[src/rtl/fp_cmp_arbiter.sv]
// rtl/fp_cmp_arbiter.sv - round-robin shared IEEE-754 single comparator, 2-stage pipeline
// Optional NaN/unordered detection enabled by defining FP_CMP_NAN_EN
module fp_comparator (
    input  logic [31:0] a_i,
    input  logic [31:0] b_i,
    output logic        eq_o,
    output logic        lt_o,
    output logic        gt_o
);
    logic        both_zero;
    logic [31:0] key_a;
    logic [31:0] key_b;

    // Remap sign-magnitude to an unsigned total order; +0 and -0 are then equated explicitly
    assign key_a     = a_i[31] ? ~a_i : {1'b1, a_i[30:0]};
    assign key_b     = b_i[31] ? ~b_i : {1'b1, b_i[30:0]};
    assign both_zero = (a_i[30:0] == 31'd0) && (b_i[30:0] == 31'd0);
    assign eq_o      = (a_i == b_i) || both_zero;
    assign lt_o      = (key_a < key_b) && !both_zero;
    assign gt_o      = !eq_o && !lt_o;
endmodule

module fp_cmp_arbiter #(
    parameter int NREQ = 4,
    parameter int IDW  = $clog2(NREQ)
) (
    input  logic               clk,
    input  logic               rst_n,
    input  logic [NREQ-1:0]    req,
    input  logic [32*NREQ-1:0] op_a,
    input  logic [32*NREQ-1:0] op_b,
    input  logic [3*NREQ-1:0]  cond,
    output logic [NREQ-1:0]    gnt,
    output logic               res_valid,
    input  logic               res_ready,
    output logic [IDW-1:0]     res_id,
    output logic               res_flag,
    output logic               res_unord,
    output logic               busy
);
    logic [NREQ-1:0] gnt_q, gnt_d, cand;
    logic [IDW-1:0]  rr_q, rr_d, grant_idx;
    logic [IDW:0]    sum;
    logic            found, grant_any, stall;
    logic            s1_vld_q;
    logic [31:0]     s1_a_q, s1_b_q;
    logic [2:0]      s1_cond_q;
    logic [IDW-1:0]  s1_id_q;
    logic            res_valid_q, res_flag_q, flag_d;
    logic [IDW-1:0]  res_id_q;
    logic            cmp_eq, cmp_lt, cmp_gt;

    assign stall = res_valid_q && !res_ready;
    assign cand  = req & ~gnt_q;

    always_comb begin
        found     = 1'b0;
        grant_idx = '0;
        sum       = '0;
        for (int k = 0; k < NREQ; k++) begin
            sum = {1'b0, rr_q} + (IDW+1)'(k);
            if (sum >= (IDW+1)'(NREQ)) sum = sum - (IDW+1)'(NREQ);
            if (!found && cand[sum[IDW-1:0]]) begin
                found     = 1'b1;
                grant_idx = sum[IDW-1:0];
            end
        end
        // Stage 1 must be empty or draining into stage 2 this edge
        grant_any = found && (!s1_vld_q || !stall);
        gnt_d     = '0;
        if (grant_any) gnt_d[grant_idx] = 1'b1;
        rr_d      = (grant_idx == IDW'(NREQ-1)) ? '0 : grant_idx + 1'b1;
    end

    fp_comparator u_cmp (
        .a_i (s1_a_q),
        .b_i (s1_b_q),
        .eq_o(cmp_eq),
        .lt_o(cmp_lt),
        .gt_o(cmp_gt)
    );

`ifdef FP_CMP_NAN_EN
    logic unord_d, res_unord_q;
    assign unord_d = ((s1_a_q[30:23] == 8'hFF) && (s1_a_q[22:0] != 23'd0)) ||
                     ((s1_b_q[30:23] == 8'hFF) && (s1_b_q[22:0] != 23'd0));
`endif

    always_comb begin
        flag_d = 1'b0;
        case (s1_cond_q)
            3'b000:  flag_d = cmp_eq;
            3'b001:  flag_d = cmp_lt;
            3'b010:  flag_d = cmp_lt | cmp_eq;
            3'b011:  flag_d = cmp_gt;
            3'b100:  flag_d = cmp_gt | cmp_eq;
            3'b101:  flag_d = ~cmp_eq;
            default: flag_d = 1'b0;
        endcase
`ifdef FP_CMP_NAN_EN
        if (unord_d) flag_d = (s1_cond_q == 3'b101);
`endif
    end

    always_ff @(posedge clk) begin
        if (!rst_n) begin
            gnt_q       <= '0;
            rr_q        <= '0;
            s1_vld_q    <= 1'b0;
            s1_a_q      <= '0;
            s1_b_q      <= '0;
            s1_cond_q   <= '0;
            s1_id_q     <= '0;
            res_valid_q <= 1'b0;
            res_id_q    <= '0;
            res_flag_q  <= 1'b0;
`ifdef FP_CMP_NAN_EN
            res_unord_q <= 1'b0;
`endif
        end else begin
            gnt_q <= gnt_d;
            if (!stall) begin
                res_valid_q <= s1_vld_q;
                if (s1_vld_q) begin
                    res_id_q   <= s1_id_q;
                    res_flag_q <= flag_d;
`ifdef FP_CMP_NAN_EN
                    res_unord_q <= unord_d;
`endif
                end
            end
            if (grant_any) begin
                s1_vld_q  <= 1'b1;
                s1_a_q    <= op_a[32*grant_idx +: 32];
                s1_b_q    <= op_b[32*grant_idx +: 32];
                s1_cond_q <= cond[3*grant_idx +: 3];
                s1_id_q   <= grant_idx;
                rr_q      <= rr_d;
            end else if (!stall) begin
                s1_vld_q <= 1'b0;
            end
        end
    end

    assign gnt       = gnt_q;
    assign res_valid = res_valid_q;
    assign res_id    = res_id_q;
    assign res_flag  = res_flag_q;
    assign busy      = s1_vld_q | res_valid_q;
`ifdef FP_CMP_NAN_EN
    assign res_unord = res_unord_q;
`else
    assign res_unord = 1'b0;
`endif
endmodule

[config.mk]
export PLATFORM = sky130hd
export DESIGN_NAME = fp_cmp_arbiter
export DESIGN_NICKNAME = d
export VERILOG_FILES = /design/src/rtl/fp_cmp_arbiter.sv
export SDC_FILE = /design/constraint.sdc
export NUM_CORES = 1
export LEC_CHECK = 0
export CAP_MARGIN = 25
export CORE_UTILIZATION = 23
export CTS_CLUSTER_SIZE = 30
export DETAILED_ROUTE_END_ITERATION = 16
export PLACE_DENSITY = 0.61
export SETUP_SLACK_MARGIN = 0.5
export SLEW_MARGIN = 20
export SYNTH_ARGS = -nofsm -noshare
export SYNTH_HDL_FRONTEND = slang
export SYNTH_SLANG_ARGS = --single-unit
[constraint.sdc]
create_clock -name clk -period 4.5 [get_ports clk]
set_input_delay 0.9 -clock clk [delete_from_list [all_inputs] [get_ports clk]]
set_output_delay 0.9 -clock clk [all_outputs]
set_load 0.01 [all_outputs]
==> metrics <==
Iteration-0 DRC Markers 320; Clock Path Buffers 2; CP Max Fanout between 40 and 50; non-filler cells in the finished layout 1484; number of H-tree levels 3; Final Max Tran Viols 0; EDFF count, synth 0; DIE AREA ~30000 um^2; hold_buf cts 0; Worst Max-Slew Pin Slew 1005 ps; placer congestion estimate between 0.9 and 1; Routed WL per cell between 15 and 20 um; Worst EP arrival a little under 4000 ps; Row Count 62; YS warnings 0; number of global-route vias before repair approximately 6700; largest cells by area after synthesis dfxtp_1 (24%), mux2i_1 (13%), nand2_1 (10%); synthesized area approximately 6800 um^2; Finished Cell Area around 10000 um^2; Util after Layout 0.3527; first-pass GRT wire length 36630 um; Total GRT Usage 0.1565; status completed; ys async rst share 0; PD cells approximately 560 nW/um^2; Max Cap Violations 0; area share of the largest cell type after synthesis 0.2372; number of diodes 0; CP peak stage delay ~780 ps; critical path, cell by cell clkdlybuf4s50_1 > nor2b_1 > nor4b_1 > a21oi_4 > nand2_2 > o21ai_1 > o2bb2ai_1; Critical Setup Path Class input pin to flop; Clock Sinks 80; Ports roughly 290; largest net degree at the start of global routing around 80; setup TNS 0 ps; Routed Antenna Nets 0; Fin Clk Skew between 6 and 7 ps; CP Launch Type input pin; starting density of the core 0.2346; WP buf/inv 1; I/O Buffers 283; post-CTS setup buffers 0; top_reg_cell synth dfxtp_1; DIE WIDTH roughly 170 um; Max Clk Rate 0.2781 GHz; area post-placement 9796 um^2; initial antenna violation count 0; vias roughly 6900; Setup crit end kind flop; CORE AREA between 20000 and 30000 um^2; CTS Root Cell clkbuf_16; Critical Path RT about 4800 ps; Syn Inst Count roughly 850; pre-CTS setup slack between 500 and 600 ps; most frequent cells in the layout clkdlybuf4s50_1 (282), nand2_1 (182), mux2i_1 (86); post-synthesis register bit count 80; final setup fails 0; net count reported at finish 1405; Pre-Repair DR Iteration Count 5; final hold viol count 0; Pwr Total between 5 and 6 mW; sequential area share after synthesis 0.2372; RSZ-0062 raised after global routing false; CP top delay family compound AO/OA/AOI/OAI gates; Worst-path clk slew ~60 ps; Hold Slack between 400 and 500 ps; CTS tree done; Yosys cell types 56; Final WS setup a little over 900 ps; share of post-route cells with drive strength above 1 0.03545; syn_nets between 1000 and 1500; PostCTS Resize Cnt 0; DR vias/cell around 4.6; Hold Path Class flop to flop; area delta synth->final 50.35%; CP max-delay cell a21oi_4; syn avg cell area around 7.9 um^2; Tcrit/Tclk final 0.7990; DP Cell Count about 1500; leading area contributor after synthesis dfxtp_1; clk_lat worst skew 350 ps; VDD IR max between 0.2 and 0.25 mV; DRC 0; Rel. slew slack 0.3288; commonest non-fill, non-tap cell in the layout clkdlybuf4s50_1; Leakage Power 3.935 nW; fin crit period 3595 ps; total gr overflow 0; final wirelength between 20000 and 25000 um; Die Ht around 170 um; CTS buffer count 9; dpl hpwl approximately 19000 um
## cell usage after synthesis (all sizes together) (2+ instances only)
cell,instances
o2bb2ai,42
nor2b,7
dfxtp,80
and3,4
nor4,19
nand3,79
a21boi,29
buf,25
mux2i,86
o21ai,49
or3b,2
a211oi,4
xnor2,62
clkbuf,37
inv,4
and3b,2
nor2,10
nand3b,2
nand2b,3
nand4,14
nand2,183
ha,35
a21oi,19
xor2,31
a221oi,2
nor3b,2
nor3,4
## report_power, final
group	switching [mW]	total (mW)	internal (mW)	leakage [nW]
clock	0.299	0.874	0.575	0.173
sequential	0.461	1.42	0.963	0.664
combinational	1.82	3.43	1.61	3.10
total	2.58	5.73	3.14	3.93
## path summary, 6_finish.rpt
| kind | from | endpoint | slack [ps] | cells after the start |
|---|---|---|---|---|
| min reg2reg | s1_id_q[1] | s1_id_q[1] | 470 | 2 |
| min | s1_id_q[1] | s1_id_q[1] | 470 | 2 |
| max reg2reg | s1_b_q[31] | res_flag | 1300 | 10 |
| max | req[1] | s1_b_q[14] | 900 | 7 |
## logic make-up after synthesis
kind of cell | synth area share
compound gates | 0.1562
simple gates | 0.2302
buf+inv | 0.06283
other cells | 0.0005554
fa+ha+maj | 0.06486
mux | 0.1275
xor+xnor | 0.1206
flops | 0.2372
## worst reg2reg max path, cell delays in order (launching register included)
cell and delay [ps]:
dfxtp_2 650, buf_4 390, xnor2_1 160, ha_1 260, a21oi_1 150, o21ai_0 100
a221oi_1 490, nor2_1 160, o311a_2 420, nor3_1 220, a21oi_1 90
## sequential cells by signal, summed over array words and instances (netlist names)
name       cells
s1_a_q        32
s1_b_q        32
gnt            4
s1_cond_q      3
res_id         2
rr_q           2
s1_id_q        2
res_flag       1
res_valid      1
s1_vld_q       1
## per-layer routing
layer | global-route usage | vias up | routed length (um)
li1 | - | 3516 | -
met1 | 0.1963 | 3117 | 10650
met2 | 0.2694 | 231 | 11500
met3 | 0.02785 | 26 | 1540
met4 | 0.05052 | 0 | 438
met5 | 0 | - | 0
## cell type report
class                   instances  area (um^2)
fillers                      2964        18630
multi-input cells             707         4752
flip-flops and latches         80         1603
clock inverters                 4        98.84
well taps                     384        480.5
repair buffers                293         2940
inverters                       4        20.02
clock buffers                  12        256.5
Note: power is estimated with default switching activity, not from simulation.
